`src/rtl/load_store_unit.sv`:
```
// -----------------------------------------------------------------------------
// load_store_unit
//
// Memory-stage initiator for the data memory interface. Accepts one load or
// store request from the pipeline and drives the word address, byte enables,
// lane-aligned store data and the store strobe. It then waits for the memory to
// complete the access and returns either sign/zero-extended load data or a store
// acknowledge. Only one request is outstanding at a time. Misaligned accesses,
// illegal funct3 codes and timed-out accesses complete with an error.
//
// Parameters
//   TIMEOUT_CYCLES : number of cycles spent in LOAD/STORE with no completion
//                    before the access is aborted with an error
//
// Ports
//   i_clk                 rising-edge clock
//   i_rst_n               asynchronous active-low reset
//   i_req_valid           pipeline request valid
//   o_req_ready           unit can accept a request (state IDLE)
//   i_req_is_store        1 = store, 0 = load
//   i_req_funct3          RV32 funct3 (B/H/W/BU/HU)
//   i_req_address         byte address
//   i_req_store_data      store value, LSB-aligned
//   o_resp_valid          one-cycle completion pulse
//   o_resp_error          error flag, valid with o_resp_valid
//   o_resp_data           extended load result (0 for stores and errors)
//   o_mem_address         word-aligned address, held for the whole access
//   o_mem_store_data      store data shifted into its byte lanes
//   o_mem_byte_enable     byte lanes written
//   o_mem_store_valid     store strobe (memory triggers on its rising edge)
//   i_mem_load_data       word read data
//   i_mem_load_data_valid read data valid
//   i_mem_store_complete  one-cycle write-done pulse
// -----------------------------------------------------------------------------
module load_store_unit #(
   parameter int unsigned TIMEOUT_CYCLES = 64
) (
   input  logic        i_clk,
   input  logic        i_rst_n,
   input  logic        i_req_valid,
   output logic        o_req_ready,
   input  logic        i_req_is_store,
   input  logic [2:0]  i_req_funct3,
   input  logic [31:0] i_req_address,
   input  logic [31:0] i_req_store_data,
   output logic        o_resp_valid,
   output logic        o_resp_error,
   output logic [31:0] o_resp_data,
   output logic [31:0] o_mem_address,
   output logic [31:0] o_mem_store_data,
   output logic [3:0]  o_mem_byte_enable,
   output logic        o_mem_store_valid,
   input  logic [31:0] i_mem_load_data,
   input  logic        i_mem_load_data_valid,
   input  logic        i_mem_store_complete
);

   localparam int CW = (TIMEOUT_CYCLES > 1) ? $clog2(TIMEOUT_CYCLES) : 1;
   localparam logic [CW-1:0] LP_LAST_COUNT = CW'(TIMEOUT_CYCLES - 1);

   typedef enum logic [1:0] {
      S_IDLE  = 2'd0,
      S_LOAD  = 2'd1,
      S_STORE = 2'd2,
      S_RESP  = 2'd3
   } state_t;

   state_t        r_state;
   logic          r_resp_valid;
   logic          r_resp_error;
   logic [31:0]   r_resp_data;
   logic [31:0]   r_mem_address;
   logic [31:0]   r_mem_store_data;
   logic [3:0]    r_mem_byte_enable;
   logic          r_mem_store_valid;
   logic [1:0]    r_offset;
   logic [2:0]    r_funct3;
   logic [CW-1:0] r_timeout_count;

   logic          w_accept;
   logic          w_illegal;
   logic          w_misaligned;
   logic [1:0]    w_offset;
   logic [3:0]    w_byte_enable;
   logic [31:0]   w_store_data;
   logic [31:0]   w_lane;
   logic [31:0]   w_load_result;
   logic          w_timeout;

   assign o_req_ready       = (r_state == S_IDLE);
   assign o_resp_valid      = r_resp_valid;
   assign o_resp_error      = r_resp_error;
   assign o_resp_data       = r_resp_data;
   assign o_mem_address     = r_mem_address;
   assign o_mem_store_data  = r_mem_store_data;
   assign o_mem_byte_enable = r_mem_byte_enable;
   assign o_mem_store_valid = r_mem_store_valid;

   assign w_accept  = i_req_valid && (r_state == S_IDLE);
   assign w_offset  = i_req_address[1:0];
   assign w_timeout = (r_timeout_count == LP_LAST_COUNT);

   // Request classification. funct3[1:0] encodes the access size for both
   // loads and stores (00 byte, 01 half, 10 word); funct3[2] is the unsigned
   // flag and is only legal on byte/half loads.
   always_comb begin
      w_illegal     = 1'b0;
      w_misaligned  = 1'b0;
      w_byte_enable = 4'b1111;
      if (i_req_is_store) begin
         w_illegal = (i_req_funct3 > 3'b010);
      end else begin
         w_illegal = (i_req_funct3 == 3'b011) || (i_req_funct3 == 3'b110) ||
                     (i_req_funct3 == 3'b111);
      end
      case (i_req_funct3[1:0])
         2'b00: begin
            w_byte_enable = 4'b0001 << w_offset;
         end
         2'b01: begin
            w_misaligned  = w_offset[0];
            w_byte_enable = 4'b0011 << w_offset;
         end
         default: begin
            w_misaligned  = (w_offset != 2'b00);
            w_byte_enable = 4'b1111;
         end
      endcase
   end

   assign w_store_data = i_req_store_data << {w_offset, 3'b000};

   // Bring the addressed lane down to bit 0, then extend by access type.
   assign w_lane = i_mem_load_data >> {r_offset, 3'b000};

   always_comb begin
      w_load_result = w_lane;
      case (r_funct3)
         3'b000:  w_load_result = {{24{w_lane[7]}}, w_lane[7:0]};
         3'b001:  w_load_result = {{16{w_lane[15]}}, w_lane[15:0]};
         3'b100:  w_load_result = {24'd0, w_lane[7:0]};
         3'b101:  w_load_result = {16'd0, w_lane[15:0]};
         default: w_load_result = w_lane;
      endcase
   end

   always_ff @(posedge i_clk or negedge i_rst_n) begin
      if (!i_rst_n) begin
         r_state           <= S_IDLE;
         r_resp_valid      <= 1'b0;
         r_resp_error      <= 1'b0;
         r_resp_data       <= 32'd0;
         r_mem_address     <= 32'd0;
         r_mem_store_data  <= 32'd0;
         r_mem_byte_enable <= 4'd0;
         r_mem_store_valid <= 1'b0;
         r_offset          <= 2'd0;
         r_funct3          <= 3'd0;
         r_timeout_count   <= '0;
      end else begin
         case (r_state)
            S_IDLE: begin
               if (w_accept) begin
                  if (w_illegal || w_misaligned) begin
                     // Rejected requests leave the memory-side outputs alone.
                     r_resp_valid <= 1'b1;
                     r_resp_error <= 1'b1;
                     r_resp_data  <= 32'd0;
                     r_state      <= S_RESP;
                  end else begin
                     r_mem_address   <= {i_req_address[31:2], 2'b00};
                     r_offset        <= w_offset;
                     r_funct3        <= i_req_funct3;
                     r_timeout_count <= '0;
                     if (i_req_is_store) begin
                        r_mem_byte_enable <= w_byte_enable;
                        r_mem_store_data  <= w_store_data;
                        r_mem_store_valid <= 1'b1;
                        r_state           <= S_STORE;
                     end else begin
                        r_state <= S_LOAD;
                     end
                  end
               end
            end

            S_LOAD: begin
               // A completion arriving on the expiry cycle takes priority.
               if (i_mem_load_data_valid) begin
                  r_resp_valid <= 1'b1;
                  r_resp_error <= 1'b0;
                  r_resp_data  <= w_load_result;
                  r_state      <= S_RESP;
               end else if (w_timeout) begin
                  r_resp_valid <= 1'b1;
                  r_resp_error <= 1'b1;
                  r_resp_data  <= 32'd0;
                  r_state      <= S_RESP;
               end else begin
                  r_timeout_count <= r_timeout_count + 1'b1;
               end
            end

            S_STORE: begin
               if (i_mem_store_complete) begin
                  r_mem_store_valid <= 1'b0;
                  r_resp_valid      <= 1'b1;
                  r_resp_error      <= 1'b0;
                  r_resp_data       <= 32'd0;
                  r_state           <= S_RESP;
               end else if (w_timeout) begin
                  r_mem_store_valid <= 1'b0;
                  r_resp_valid      <= 1'b1;
                  r_resp_error      <= 1'b1;
                  r_resp_data       <= 32'd0;
                  r_state           <= S_RESP;
               end else begin
                  r_timeout_count <= r_timeout_count + 1'b1;
               end
            end

            S_RESP: begin
               // Response is a single-cycle pulse; the IDLE cycle that
               // follows keeps the strobe low for two cycles between stores.
               r_resp_valid <= 1'b0;
               r_resp_error <= 1'b0;
               r_resp_data  <= 32'd0;
               r_state      <= S_IDLE;
            end

            default: begin
               r_state <= S_IDLE;
            end
         endcase
      end
   end

endmodule
```
`config.mk`:
```
export PLATFORM = sky130hd
export DESIGN_NAME = load_store_unit
export DESIGN_NICKNAME = d
export VERILOG_FILES = /design/src/rtl/load_store_unit.sv
export SDC_FILE = /design/constraint.sdc
export NUM_CORES = 1
export LEC_CHECK = 0
export BUFFER_PORTS_ARGS = -buffer_cell sky130_fd_sc_hd__buf_2
export CORE_MARGIN = 2
export CORE_UTILIZATION = 50
export CTS_CLUSTER_SIZE = 24
export DETAILED_ROUTE_END_ITERATION = 8
export GPL_TIMING_DRIVEN = 0
export PLACE_DENSITY = 0.86
export SLEW_MARGIN = 15
export SYNTH_ARGS = -nofsm -noshare
export SYNTH_HDL_FRONTEND = slang
export SYNTH_SLANG_ARGS = --single-unit
```
`constraint.sdc`:
```
create_clock -name i_clk -period 2.7 [get_ports i_clk]
set_input_delay 0.81 -clock i_clk [delete_from_list [all_inputs] [get_ports i_clk]]
set_output_delay 0.81 -clock i_clk [all_outputs]
set_load 0.1 [all_outputs]
```
==> results.toml <==
[place]
dp_hpwl_um = 12390
io_buffers = 205
gp_congestion = 0.9228
dp.cells = 896

[worst_setup_path]
reg2reg_to = "o_resp_data[22]"
required_ns = 1.89
start_kind = "register"
critPathMaxFanout = 11
reg2reg_slack_ns = 0.31
path_class = "reg -> out"
worstPathArrival_ns = 1.75
r2r_cells = 7
worstSetupEndpointType = "primary output"
rr_startpoint = "r_timeout_count[0]"

[finish]
finalNetCount = 885
multi_input_area_um2 = 2644
layout_commonest_cell = "buf_2"
fillers = 794
final_core_util = 0.6830
final_cell_mix = "buf_2, dfrtp_1, nand2_1"
instances_no_fill = 927
register_area_um2 = 2853
syn2layout_area_growth_pct = 32.11
antenna_cells = 0
drive_gt1_frac = 0.3926

[status]
status = "completed"

[global_route]
grt_pass1_vias = 5319
grt-busiest-layer = "met2"
grt_start_max_net_pins = 59
grt.met3_usage = 0.07849
grt_pass1_wl_um = 26830
grt_use_total = 0.2741
globalRouteOverflowTotal = 0
met1_usage = 0.3367
antenna_found_initial = 0
globalRouteMet2Util = 0.4667

[sta]
tightest_slew_ns = 0.6916
clock_skew_ns = 0.01121
period_needed_ns = 2.560
hold_viol = 0
relSlewSlack = 0.5390
period_share = 0.9481
final-setup-viol-count = 0
maxSlewViolCount = 0
fmax_mhz = 390.7
rsz0062_at_grt = "false"

[floorplanning]
die_y_um = 110.6
rows = 38
boundaryPins = 209
initial_core_util = 0.5170
dieArea_um2 = 12220
die_x_um = 110.6
core_area_um2 = 10980

[routing]
viasPerCell = 5.657
routed_wl_um = 16510
drc_errors = 0
antenna_left = 0
drtIter0Drc = 359
via_count = 5244
drtPass1Iterations = 5
post_drt_wl_per_cell_um = 17.81

[clock_tree]
clk_pin_slew_worst_paths_ns = 0.06
holdBufCountCts = 0
h-tree-depth = 4
cts_tree = "done"
root_buffer = "clkbuf_16"
clock_latency_ns = 0.43
clockBufferDepth = 2
cts_buffers = 17
cts_sinks = 114

[yosys]
yosys_warnings = 0
ys_seq_area_frac = 0.5024
ys_ff_latch = 114
synth.distinct_cells = 45
syn_area_per_cell_um2 = 10.34
yosys.area.top_type_share = 0.5024
synth_edf_count = 0
synth_flop_cell = "dfrtp_1"
yosys-top-cells-area = "dfrtp_1, mux2_2, mux2i_1"
syn_inst = 549
netlist_area_um2 = 5678
yosysTopAreaCell = "dfrtp_1"
async_flop_share = 1.000

[run]
cap_viol_max_count = 0

[min_path]
min_path_type = "in -> async"
## state kept, by name, summed over array words and instances (netlist names)
name	cells
o_mem_store_data	32
o_mem_byte_enable	4
r_timeout_count	6
o_mem_address	30
r_funct3	3
o_resp_error	1
o_resp_valid	1
r_state	2
o_resp_data	32
o_mem_store_valid	1
r_offset	2
## per-layer routing
layer | share of wire | up-vias
met5 | 0 | -
met3 | 0.080 | 31
met2 | 0.50 | 254
li1 | - | 2431
met1 | 0.40 | 2528
met4 | 0.018 | 0
## cell type report
class / count / area share
repair buffers: 206 / 0.1413
inverters: 9 / 0.004504
clock buffers: 21 / 0.06272
plain buffers: 38 / 0.02135
clock inverters: 11 / 0.01401
flip-flops and latches: 114 / 0.3803
multi-input cells: 388 / 0.3525
well taps: 140 / 0.02335
## worst max path at each step
| stage | startpoint | to | depth (start not counted) |
|---|---|---|---|
| after floorplan | r_state[0] | o_mem_address[28] | 8 |
| after global placement | i_rst_n | o_mem_address[4] | 1 |
| after detailed placement | i_req_funct3[0] | o_mem_address[29] | 6 |
| after CTS | r_state[0] | o_mem_address[29] | 8 |
| after global routing | r_timeout_count[0] | o_resp_data[18] | 7 |
| final | r_state[0] | o_req_ready | 3 |
## critical path, stage by stage (launching register included)
cell and delay, ns:
dfrtp_1 0.42, inv_1 0.13, ha_2 0.31, buf_2 0.47
## per-stage QoR
stage | setup slack (ns) | instance area (um^2) | setup TNS (ns) | hold WS (ns)
detailed placement | -0.3077 | 6919 | -12.12 | 0.4604
global placement | -0.4016 | 6885 | -58.62 | 0.4590
global route | 0.05324 | 7501 | 0 | 0.3822
floorplan | 0.1969 | 5684 | 0 | 0.4622
finish | 0.1402 | 7501 | 0 | 0.3404
CTS | 0.07028 | 7495 | 0 | 0.3561
## cells in the mapped netlist, types with 7 or more instances
cell	n
o21ai_0	51
a211oi_1	9
dfrtp_1	114
clkbuf_1	27
o31ai_1	10
nand3_1	7
mux2_2	49
buf_2	8
nor2b_1	9
inv_1	9
mux2i_1	32
nor2_1	18
a21oi_1	41
a22o_1	18
nand2b_1	7
o2bb2ai_1	14
nand2_1	75
## timing repair
action / 4_1_cts / 5_1_grt
endpoints found under the setup margin: 0 / 58
resized for setup: 0 / 3
buffers inserted: 0 / 0
## kinds of logic (layout without fill, tap and decap cells)
kind of cell,after synthesis,after routing,synth area share
multiplexers,82,82,0.1576
buffers and inverters,48,285,0.03482
AO/OA/AOI/OAI,162,162,0.1829
other,1,2,0.0006605
adder cells (fa/ha/maj),6,6,0.01322
AND/OR/NAND/NOR,136,136,0.1084
flip-flops,114,114,0.5024
Power is not shown: default switching activity piles up to over one toggle a cycle in this logic, so the estimate is an artifact.
